## src/rtl/cpu_types_pkg.sv

```systemverilog
// cpu_types_pkg: shared types for the dual-core memory system.
//   word_t      32-bit bus word
//   ramstate_t  RAM handshake state (FREE/BUSY/ACCESS/ERROR)
//   cc_state_t  coherence controller FSM states
//   CC_PRIO_*   arbitration class indices, lower index = higher priority
package cpu_types_pkg;

   typedef logic [31:0] word_t;

   typedef enum logic [1:0] {
      FREE   = 2'd0,
      BUSY   = 2'd1,
      ACCESS = 2'd2,
      ERROR  = 2'd3
   } ramstate_t;

   typedef enum logic [2:0] {
      IDLE   = 3'd0,
      IFETCH = 3'd1,
      RAMRD  = 3'd2,
      RAMWR  = 3'd3,
      SNOOP  = 3'd4,
      C2C    = 3'd5,
      INVAL  = 3'd6
   } cc_state_t;

   localparam int CC_PRIO_WB  = 0;  // dWEN writeback
   localparam int CC_PRIO_SNP = 1;  // dREN with cctrans
   localparam int CC_PRIO_RD  = 2;  // plain dREN
   localparam int CC_PRIO_UPG = 3;  // S->M upgrade, no data transfer
   localparam int CC_PRIO_IF  = 4;  // instruction fetch
   localparam int CC_NCLS     = 5;

   // Transaction state entered when a class wins arbitration in IDLE.
   function automatic cc_state_t cls2state(input logic [2:0] cls);
      case (cls)
         3'(CC_PRIO_WB):  return RAMWR;
         3'(CC_PRIO_SNP): return SNOOP;
         3'(CC_PRIO_RD):  return RAMRD;
         3'(CC_PRIO_UPG): return INVAL;
         3'(CC_PRIO_IF):  return IFETCH;
         default:         return IDLE;
      endcase
   endfunction

endpackage

```

## src/rtl/cache_control_if.sv

```systemverilog
// cache_control_if: bundle between the caches, the coherence controller and RAM.
//   cc modport: controller view (cache requests + RAM status in, waits/loads/
//   snoop controls + RAM request out).
interface cache_control_if #(parameter int CPUS = 2);
   import cpu_types_pkg::*;

   logic [CPUS-1:0]        iREN, dREN, dWEN, ccwrite, cctrans;
   word_t [CPUS-1:0]       iaddr, daddr, dstore;
   logic [CPUS-1:0]        iwait, dwait, ccwait, ccinv;
   word_t [CPUS-1:0]       iload, dload, ccsnoopaddr;
   word_t                  ramload, ramaddr, ramstore;
   ramstate_t              ramstate;
   logic                   ramREN, ramWEN;

   modport cc (
      input  iREN, dREN, dWEN, iaddr, daddr, dstore, ccwrite, cctrans,
      input  ramload, ramstate,
      output iwait, dwait, iload, dload, ccwait, ccinv, ccsnoopaddr,
      output ramREN, ramWEN, ramaddr, ramstore
   );
endinterface

```

## src/rtl/rr_arbiter2.sv

```systemverilog
// rr_arbiter2: two-requester round-robin pick.
//   req[1:0]    request per core
//   last_grant  core served by the previous completed transaction
//   gnt         chosen core (valid only when vld)
//   vld         any request present
module rr_arbiter2 (
   input  logic [1:0] req,
   input  logic       last_grant,
   output logic       gnt,
   output logic       vld
);
   // On a tie the core that was not served last wins; otherwise the lone requester.
   assign gnt = (&req) ? ~last_grant : req[1];
   assign vld = |req;
endmodule

```

## src/rtl/coherence_controller.sv

```systemverilog
// coherence_controller: shared RAM arbiter and MSI snoop sequencer for two cores.
//   CLK   system clock (rising edge)
//   nRST  asynchronous active-low reset
//   ccif  cache_control_if.cc: cache requests/snoop replies and RAM status in;
//         wait/load/snoop controls to the caches and RAM request out.
// All outputs are combinational from {state, grant, last_grant} and the inputs.
module coherence_controller
   import cpu_types_pkg::*;
#(
   parameter int CPUS = 2
) (
   input  logic             CLK,
   input  logic             nRST,
   cache_control_if.cc      ccif
);

   if (CPUS != 2) begin : g_cpus_chk
      $error("coherence_controller: snoop logic supports exactly 2 CPUs");
   end

   cc_state_t  state, state_nxt;
   logic       grant, grant_nxt;
   logic       last_grant, last_grant_nxt;
   logic       i, j;
   logic       done;
   logic [2:0] sel;

   logic [CC_NCLS-1:0][1:0] cls_req;
   logic [CC_NCLS-1:0]      cls_gnt, cls_vld;

   assign i = grant;
   assign j = ~grant;

   // Per-class request vectors; a core's upgrade only counts with no data request pending.
   always_comb begin
      cls_req = '0;
      for (int c = 0; c < 2; c++) begin
         cls_req[CC_PRIO_WB][c]  = ccif.dWEN[c];
         cls_req[CC_PRIO_SNP][c] = ccif.dREN[c] & ccif.cctrans[c];
         cls_req[CC_PRIO_RD][c]  = ccif.dREN[c] & ~ccif.cctrans[c];
         cls_req[CC_PRIO_UPG][c] = ccif.cctrans[c] & ccif.ccwrite[c]
                                   & ~ccif.dREN[c] & ~ccif.dWEN[c];
         cls_req[CC_PRIO_IF][c]  = ccif.iREN[c];
      end
   end

   for (genvar k = 0; k < CC_NCLS; k++) begin : g_arb
      rr_arbiter2 u_arb (
         .req        (cls_req[k]),
         .last_grant (last_grant),
         .gnt        (cls_gnt[k]),
         .vld        (cls_vld[k])
      );
   end

   // Highest-priority valid class (lowest index).
   always_comb begin
      sel = 3'(CC_PRIO_IF);
      for (int k = CC_NCLS-1; k >= 0; k--)
         if (cls_vld[k]) sel = 3'(k);
   end

   always_ff @(posedge CLK or negedge nRST) begin
      if (!nRST) begin
         state      <= IDLE;
         grant      <= 1'b0;
         last_grant <= 1'b1;
      end else begin
         state      <= state_nxt;
         grant      <= grant_nxt;
         last_grant <= last_grant_nxt;
      end
   end

   always_comb begin
      state_nxt        = state;
      grant_nxt        = grant;
      last_grant_nxt   = last_grant;
      done             = 1'b0;
      ccif.iwait       = '1;
      ccif.dwait       = '1;
      ccif.ccwait      = '0;
      ccif.ccinv       = '0;
      ccif.iload       = '0;
      ccif.dload       = '0;
      ccif.ccsnoopaddr = '0;
      ccif.ramREN      = 1'b0;
      ccif.ramWEN      = 1'b0;
      ccif.ramaddr     = '0;
      ccif.ramstore    = '0;

      case (state)
         IDLE: begin
            if (|cls_vld) begin
               state_nxt = cls2state(sel);
               grant_nxt = cls_gnt[sel];
            end
         end
         IFETCH: begin
            ccif.ramREN   = 1'b1;
            ccif.ramaddr  = ccif.iaddr[i];
            ccif.iload[i] = ccif.ramload;
            if (ccif.ramstate == ACCESS) begin
               ccif.iwait[i] = 1'b0;
               done          = 1'b1;
            end
         end
         RAMRD: begin
            ccif.ramREN   = 1'b1;
            ccif.ramaddr  = ccif.daddr[i];
            ccif.dload[i] = ccif.ramload;
            if (ccif.ramstate == ACCESS) begin
               ccif.dwait[i] = 1'b0;
               done          = 1'b1;
            end
         end
         RAMWR: begin
            ccif.ramWEN   = 1'b1;
            ccif.ramaddr  = ccif.daddr[i];
            ccif.ramstore = ccif.dstore[i];
            if (ccif.ramstate == ACCESS) begin
               ccif.dwait[i] = 1'b0;
               done          = 1'b1;
            end
         end
         SNOOP: begin
            ccif.ccwait[j]      = 1'b1;
            ccif.ccsnoopaddr[j] = ccif.daddr[i];
            ccif.ccinv[j]       = ccif.ccwrite[i];
            // Snooped cache flags a Modified copy by raising ccwrite this cycle.
            state_nxt = ccif.ccwrite[j] ? C2C : RAMRD;
         end
         C2C: begin
            // Dirty line goes to the requester and to RAM in the same beat.
            ccif.ccwait[j]      = 1'b1;
            ccif.ccsnoopaddr[j] = ccif.daddr[i];
            ccif.ramWEN         = 1'b1;
            ccif.ramaddr        = ccif.daddr[i];
            ccif.ramstore       = ccif.dstore[j];
            ccif.dload[i]       = ccif.dstore[j];
            if (ccif.ramstate == ACCESS) begin
               ccif.dwait[i] = 1'b0;
               ccif.dwait[j] = 1'b0;
               done          = 1'b1;
            end
         end
         INVAL: begin
            ccif.ccwait[j]      = 1'b1;
            ccif.ccinv[j]       = 1'b1;
            ccif.ccsnoopaddr[j] = ccif.daddr[i];
            ccif.dwait[i]       = 1'b0;
            done                = 1'b1;
         end
         default: state_nxt = IDLE;
      endcase

      if (done) begin
         state_nxt      = IDLE;
         last_grant_nxt = grant;
      end
   end

endmodule
```

## src/flat_wrapper.sv

```systemverilog
// flat-port wrapper written by rule: the top's interface ports become plain ports
module coherence_controller_flat import cpu_types_pkg::*;
#(
   parameter int CPUS = 2
)
  (CLK, nRST, ccif_iREN, ccif_dREN, ccif_dWEN, ccif_iaddr, ccif_daddr, ccif_dstore, ccif_ccwrite, ccif_cctrans, ccif_ramload, ccif_ramstate, ccif_iwait, ccif_dwait, ccif_iload, ccif_dload, ccif_ccwait, ccif_ccinv, ccif_ccsnoopaddr, ccif_ramREN, ccif_ramWEN, ccif_ramaddr, ccif_ramstore);
  cache_control_if #(.CPUS(CPUS)) ccif_i ();
  input  logic CLK;
  input  logic nRST;
  input wire logic [$bits(ccif_i.iREN)-1:0] ccif_iREN;
  input wire logic [$bits(ccif_i.dREN)-1:0] ccif_dREN;
  input wire logic [$bits(ccif_i.dWEN)-1:0] ccif_dWEN;
  input wire logic [$bits(ccif_i.iaddr)-1:0] ccif_iaddr;
  input wire logic [$bits(ccif_i.daddr)-1:0] ccif_daddr;
  input wire logic [$bits(ccif_i.dstore)-1:0] ccif_dstore;
  input wire logic [$bits(ccif_i.ccwrite)-1:0] ccif_ccwrite;
  input wire logic [$bits(ccif_i.cctrans)-1:0] ccif_cctrans;
  input wire logic [$bits(ccif_i.ramload)-1:0] ccif_ramload;
  input wire logic [$bits(ccif_i.ramstate)-1:0] ccif_ramstate;
  output wire logic [$bits(ccif_i.iwait)-1:0] ccif_iwait;
  output wire logic [$bits(ccif_i.dwait)-1:0] ccif_dwait;
  output wire logic [$bits(ccif_i.iload)-1:0] ccif_iload;
  output wire logic [$bits(ccif_i.dload)-1:0] ccif_dload;
  output wire logic [$bits(ccif_i.ccwait)-1:0] ccif_ccwait;
  output wire logic [$bits(ccif_i.ccinv)-1:0] ccif_ccinv;
  output wire logic [$bits(ccif_i.ccsnoopaddr)-1:0] ccif_ccsnoopaddr;
  output wire logic [$bits(ccif_i.ramREN)-1:0] ccif_ramREN;
  output wire logic [$bits(ccif_i.ramWEN)-1:0] ccif_ramWEN;
  output wire logic [$bits(ccif_i.ramaddr)-1:0] ccif_ramaddr;
  output wire logic [$bits(ccif_i.ramstore)-1:0] ccif_ramstore;
  assign ccif_i.iREN = ccif_iREN;
  assign ccif_i.dREN = ccif_dREN;
  assign ccif_i.dWEN = ccif_dWEN;
  assign ccif_i.iaddr = ccif_iaddr;
  assign ccif_i.daddr = ccif_daddr;
  assign ccif_i.dstore = ccif_dstore;
  assign ccif_i.ccwrite = ccif_ccwrite;
  assign ccif_i.cctrans = ccif_cctrans;
  assign ccif_i.ramload = ccif_ramload;
  assign ccif_i.ramstate = ccif_ramstate;
  assign ccif_iwait = ccif_i.iwait;
  assign ccif_dwait = ccif_i.dwait;
  assign ccif_iload = ccif_i.iload;
  assign ccif_dload = ccif_i.dload;
  assign ccif_ccwait = ccif_i.ccwait;
  assign ccif_ccinv = ccif_i.ccinv;
  assign ccif_ccsnoopaddr = ccif_i.ccsnoopaddr;
  assign ccif_ramREN = ccif_i.ramREN;
  assign ccif_ramWEN = ccif_i.ramWEN;
  assign ccif_ramaddr = ccif_i.ramaddr;
  assign ccif_ramstore = ccif_i.ramstore;
  coherence_controller #(.CPUS(CPUS)) u_core (.CLK(CLK), .nRST(nRST), .ccif(ccif_i));
endmodule
```

## config.mk

```make
export PLATFORM = sky130hd
export DESIGN_NAME = coherence_controller_flat
export DESIGN_NICKNAME = d
export VERILOG_FILES = /design/src/rtl/cpu_types_pkg.sv /design/src/rtl/cache_control_if.sv /design/src/rtl/rr_arbiter2.sv /design/src/rtl/coherence_controller.sv /design/src/flat_wrapper.sv
export SDC_FILE = /design/constraint.sdc
export NUM_CORES = 1
export LEC_CHECK = 0
export BUFFER_PORTS_ARGS = -buffer_cell sky130_fd_sc_hd__buf_2
export CAP_MARGIN = 15
export CORE_AREA = 2 2 197 199
export CTS_CLUSTER_SIZE = 28
export DETAILED_ROUTE_END_ITERATION = 10
export DIE_AREA = 0 0 199 201
export GPL_ROUTABILITY_DRIVEN = 0
export MAX_ROUTING_LAYER = met4
export PLACE_DENSITY_LB_ADDON = 0.05
export SLEW_MARGIN = 20
export SYNTH_ARGS = -nofsm -noshare
export SYNTH_HDL_FRONTEND = slang
export SYNTH_HIERARCHICAL = 1
export SYNTH_SLANG_ARGS = --single-unit
```

## constraint.sdc

```tcl
create_clock -name CLK -period 2.5 [get_ports CLK]
set_clock_uncertainty 0.15 [all_clocks]
set_input_delay 0.375 -clock CLK [delete_from_list [all_inputs] [get_ports CLK]]
set_output_delay 0.375 -clock CLK [all_outputs]
set_load 0.05 [all_outputs]
```

### Yosys cells after proc, flatten, opt, wreduce, memory -nomap -nowiden

Index checks and enable logic that the tools add are counted.

* output and inout port bits: 266
* flip-flop bits (word level): 5

* equality and inequality tests: 13
* reduce and logical (&&, ||, !) cells: 23
* muxes and demuxes: 51
* bitwise logic cells: 25
* magnitude comparators: 5

Operator list (count)
* $mux W32: 10
* $and A64 B64 Y64: 3
* $mux W64: 2
* $pmux W32 S2: 2
* $pmux W64 S2: 1
* $demux W32 S1: 2
* $mux W3: 7
* $mux W1: 15
* $pmux W3 S5: 1
* $reduce_and A2 Y1: 7
* $reduce_or A2 Y1: 7
* $eq A3 B2 Y1 const B: 4
* $eq A3 B3 Y1 const B: 4
* $and A1 B1 Y1: 10
* $reduce_or A10 Y1: 1
* $pmux W3 S3: 1
* $mux W2: 4
* $not A1 Y1: 8
* $eq A3 B1 Y1 const B: 2
* $logic_not A3 Y1: 2
* $pmux W2 S3: 1
* $reduce_or A3 Y1: 2
* $reduce_or A5 Y1: 1
* $and A2 B2 Y2: 2
* other kinds (13): 18

### Logic depth before layout (Yosys ltp)

* depth after elaboration: 13
* gate-level depth with buffers: 7
* depth with buffers taken out: 7

### Cells and area by module

Netlist, hierarchy kept.

Modules (own cells, without submodules)
* coherence_controller: cells an instance 542, area each 3827.4 um^2, instances 1, seq. area each 126.4 um^2
* rr_arbiter2: cells an instance 2, area each 13.8 um^2, instances 5, seq. area each 0.0 um^2

### Worst setup path before layout

Ideal clock, no wire load.

* kind: reg2out
* from: register u_core.grant
* to: output port ccif_ccinv[1]
* setup slack: -0.396 ns
* buffers on the path: 3
* stages on the path, launching flop included: 5
* arrival time: 2.371 ns
* path through: dfrtp_1 -> buf_2 -> buf_2 -> clkbuf_1 -> nor4_1

* longest elaborated chain between the ends: 7

Ends and longest elaborated chain
* from (decl): line coherence_controller.sv:22 `logic grant, grant_nxt;`
* from (signal assigned): line coherence_controller.sv:70 `grant <= grant_nxt;`
* $not A1 Y1: line coherence_controller.sv:32 `assign j = ~grant;`
* $lt A1 B2 Y1 (implied by the code) or $ge A1 B1 Y1 (tied branches): line coherence_controller.sv:129, coherence_controller.sv:149
* $logic_and A1 B1 Y1 (implied by the code): line coherence_controller.sv:129, coherence_controller.sv:149
* $mux W1 (implied by the code): line coherence_controller.sv:129, coherence_controller.sv:149
* $demux W1 S1
* $and A2 B2 Y2 (no line)
* $pmux W2 S2 *: line coherence_controller.sv:92 `case (state)`
* to (decl): line flat_wrapper.sv:25 `output wire logic [$bits(ccif_i.ccinv)-1:0] ccif_ccinv;`

Mark *: on every way between the ends. The rest lies on a longest branch, timed or not. The select of a mux whose other input is x is not followed.

### Worst setup path in the final report

* from: register u_core.grant
* to: output port ccif_ramaddr[15]

* longest elaborated chain between the ends: 3

Ends and longest elaborated chain
* $mux W32 (on tied branches) (2 in a row)
* $pmux W32 S2 *: line coherence_controller.sv:92
* to (decl): line flat_wrapper.sv:29 `output wire logic [$bits(ccif_i.ramaddr)-1:0] ccif_ramaddr;`

Marks and branches as above.

==> flow_summary.ini <==
[run]
cap_violations = 0

[grt]
overflow = 0
grt_max_degree = 66
antenna_found_initial = 6
grt_first_pass_wirelength_mm = 45.6
track_usage = 0.157
grt_pass1_vias = 6751

[yosys]
async_flop_share = 1.00
synth-edff-count = 0
yosysTopAreaCellShare = 0.170
synth_area_mm2 = 0.00390
synth.area.top_cells = mux2i_1 17%, a221oi_1 15%, a22o_1 14%
synth_cell_types = 39
synth_common_cells = 68 x and2_1, 66 x mux2i_1, 65 x a221oi_1
synth_top_cell_by_area = mux2i_1
yosysMostFrequentCell = and2_1
syn_inst = 552
ys_ff_latch = 5
seq_area_frac_synth = 0.0324
avgSynthCellArea_um2 = 7.06
synthFlopType = dfrtp_1
yosysWarnings = 6
synth_nets = 790

[sta]
fin_crit_ps = 2470
finalSetupViolations = 0
drv_slew = 0
hold_slack_ps = 374
fmax_mhz = 405
layout_setup_ws_ps = 31.6
final_hold_viol_count = 0
rsz0062_at_grt = true
slew_headroom = 0.604
post-route-period-util = 0.987
worst_slew_pin_slew_ps = 593

[floorplan]
core_area_mm2 = 0.0381
io_pins = 504
die_area_mm2 = 0.0400
fp.dieW_um = 199
initial_core_util = 0.102
die_y_um = 201
row_count = 72

[critical_path]
cp-start-kind = register
cp_max_fo = 14
worstSetupPathType = reg2out
cp-end-kind = primary output
crit_required_ps = 1980
arrival_ps = 1940

[cts]
numCtsBuffers = 3
clock-sinks = 5
cts-root-buf = clkbuf_16
path_clk_slew_ps = 30
cts_tree = yes
clock_latency_ps = 230
clock_path_buffers = 2
cts_max_level = 1

[cells_and_area]
drive_gt1_frac = 0.559
finalNetCount = 1271
syn_to_final_growth_pct = 98.4
num-fill-cells = 4434

[place]
portBuffers = 503
dpl.hpwl_mm = 25.5
pre_cts_slack_ps = 47.3

[min_path]
min_path_type = in2async

[drt]
dr.pass1.iters = 5
drt_iter0_drc = 247
finalWirelength_mm = 33.9
avgViaCountPerCell = 4.32
vias = 6720
drc = 0
wl_per_cell_um = 21.8
ant_nets = 0

[power]
p_int_mw = 3.19
power_leakage_nw = 4.26
p_clk_frac = 0.025
powerDensity_mw_per_mm2 = 1360
seqPwrFrac = 0.019
ir_worst_vdd_v = 0.00101
combPwrFrac = 0.956
p_switching_mw = 7.34
switching_share = 0.697

[run_status]
status = finished clean
logic make-up (layout without fill, tap and decap cells):
| group | after synthesis | count (layout) | synth area share |
|---|---|---|---|
| AND/OR/NAND/NOR | 216 | 217 | 0.317 |
| other | 0 | 7 | 0 |
| AO/OA/AOI/OAI | 186 | 186 | 0.384 |
| flip-flops | 5 | 5 | 0.0324 |
| buffers and inverters | 78 | 557 | 0.0938 |
| multiplexers | 67 | 67 | 0.172 |
through the flow:
| stage | util | TNS (ps) | cells | instance area (µm²) | power, mW |
|---|---|---|---|---|---|
| floorplan | - | 0 | 552 | 3910 | 7.03 |
| global placement | 0.190 | 0 | 1528 | 7230 | 9.97 |
| detailed placement | 0.190 | 0 | 1528 | 7230 | 9.96 |
| CTS | 0.197 | -78.0 | 1538 | 7510 | 10.4 |
| global route | 0.203 | -111 | 1556 | 7730 | 11.1 |
| finish | 0.203 | 0 | 1557 | 7730 | 10.5 |
state kept, by name, indices dropped and copies added, names as in the netlist:
signal             cells
u_core/grant           1
u_core/last_grant      1
u_core/state           3
timing repair:
| action | CTS | global route |
|---|---|---|
| resized for setup | 22 | 27 |
| hold buffers | 1 | 0 |
| setup buffers | 2 | 9 |
| pin swaps | 4 | 3 |
| endpoints found under the setup margin | 103 | 126 |
| gates cloned | 3 | 3 |
| hold endpoints to repair | 4 | 0 |
cell usage in the layout, fill, tap and decap left out, types with 2 or more instances in the layout:
cell       Yosys  routed
nand2b_4       0       2
nor4_2         0       2
buf_12         0      19
o41ai_1        2       2
inv_1          4       4
buf_4          5      35
and3_1        64      64
mux2i_1       66      62
nand2_1        7       7
nor3_4         0       4
buf_6          0       3
nor2_4         0       4
clkbuf_16      0       6
clkbuf_4       0       9
buf_2         39     473
or2_1          5       5
a21boi_1       5       5
or4_1          2       2
nor2_1        44      43
and2_1        68      67
a21oi_1        7       7
a22o_1        64      64
nor2b_1        4       4
o21ai_0        2       2
diode_2        0       7
buf_16         0       4
nor2_2         4       2
dfrtp_1        4       2
a221oi_1      65      65
nand3_1        3       3
nand2b_1       4       2
nor3_1         3       3
o22ai_1       35      34
mux2i_2        0       3
per-layer routing:
metal | part of all wire | global-route usage | up-vias
met5 | 0 | - | -
met4 | 0.0079 | 0.0211 | 0
met3 | 0.067 | 0.0223 | 12
met2 | 0.54 | 0.301 | 348
met1 | 0.39 | 0.173 | 3207
li1 | - | - | 3153
worst paths after layout:
path,start,endpoint,slack (ps),depth (start not counted)
setup reg to reg,u_core/grant,u_core/state[0],760,5
max in group asynchronous,nRST,u_core/last_grant,1600,2
hold / removal,nRST,u_core/state[1],370,2
setup / recovery,u_core/grant,ccif_ramaddr[15],30,5
hold reg to reg,u_core/last_grant,u_core/last_grant,440,2
min in group CLK,ccif_dWEN[0],u_core/grant,400,4
critical path, cell delays in order (launching register included):
cell and delay (ps):
dfrtp_4 520, buf_12 200, buf_4 280, mux2i_1 330, o22ai_1 130, buf_2 230
layout make-up:
cell class,instances,area (µm²),share of cell area
multi-input cells,470,3520,0.456
repair buffers,547,3310,0.428
flip-flops and latches,5,131,0.0170
diodes,7,17.5,0.00227
clock buffers,4,78.8,0.0102
well taps,518,648,0.0838
inverters,6,25.0,0.00324
power groups by stage:
stage / Sequential (mW) / Combinational (mW) / Clock (mW)
floorplan: 0.142 / 6.89 / 0
global placement: 0.196 / 9.77 / 0
finish: 0.198 / 10.1 / 0.265
detailed placement: 0.193 / 9.76 / 0
CTS: 0.199 / 9.90 / 0.269
global route: 0.209 / 10.6 / 0.272
(Power assumes the default switching activity.)
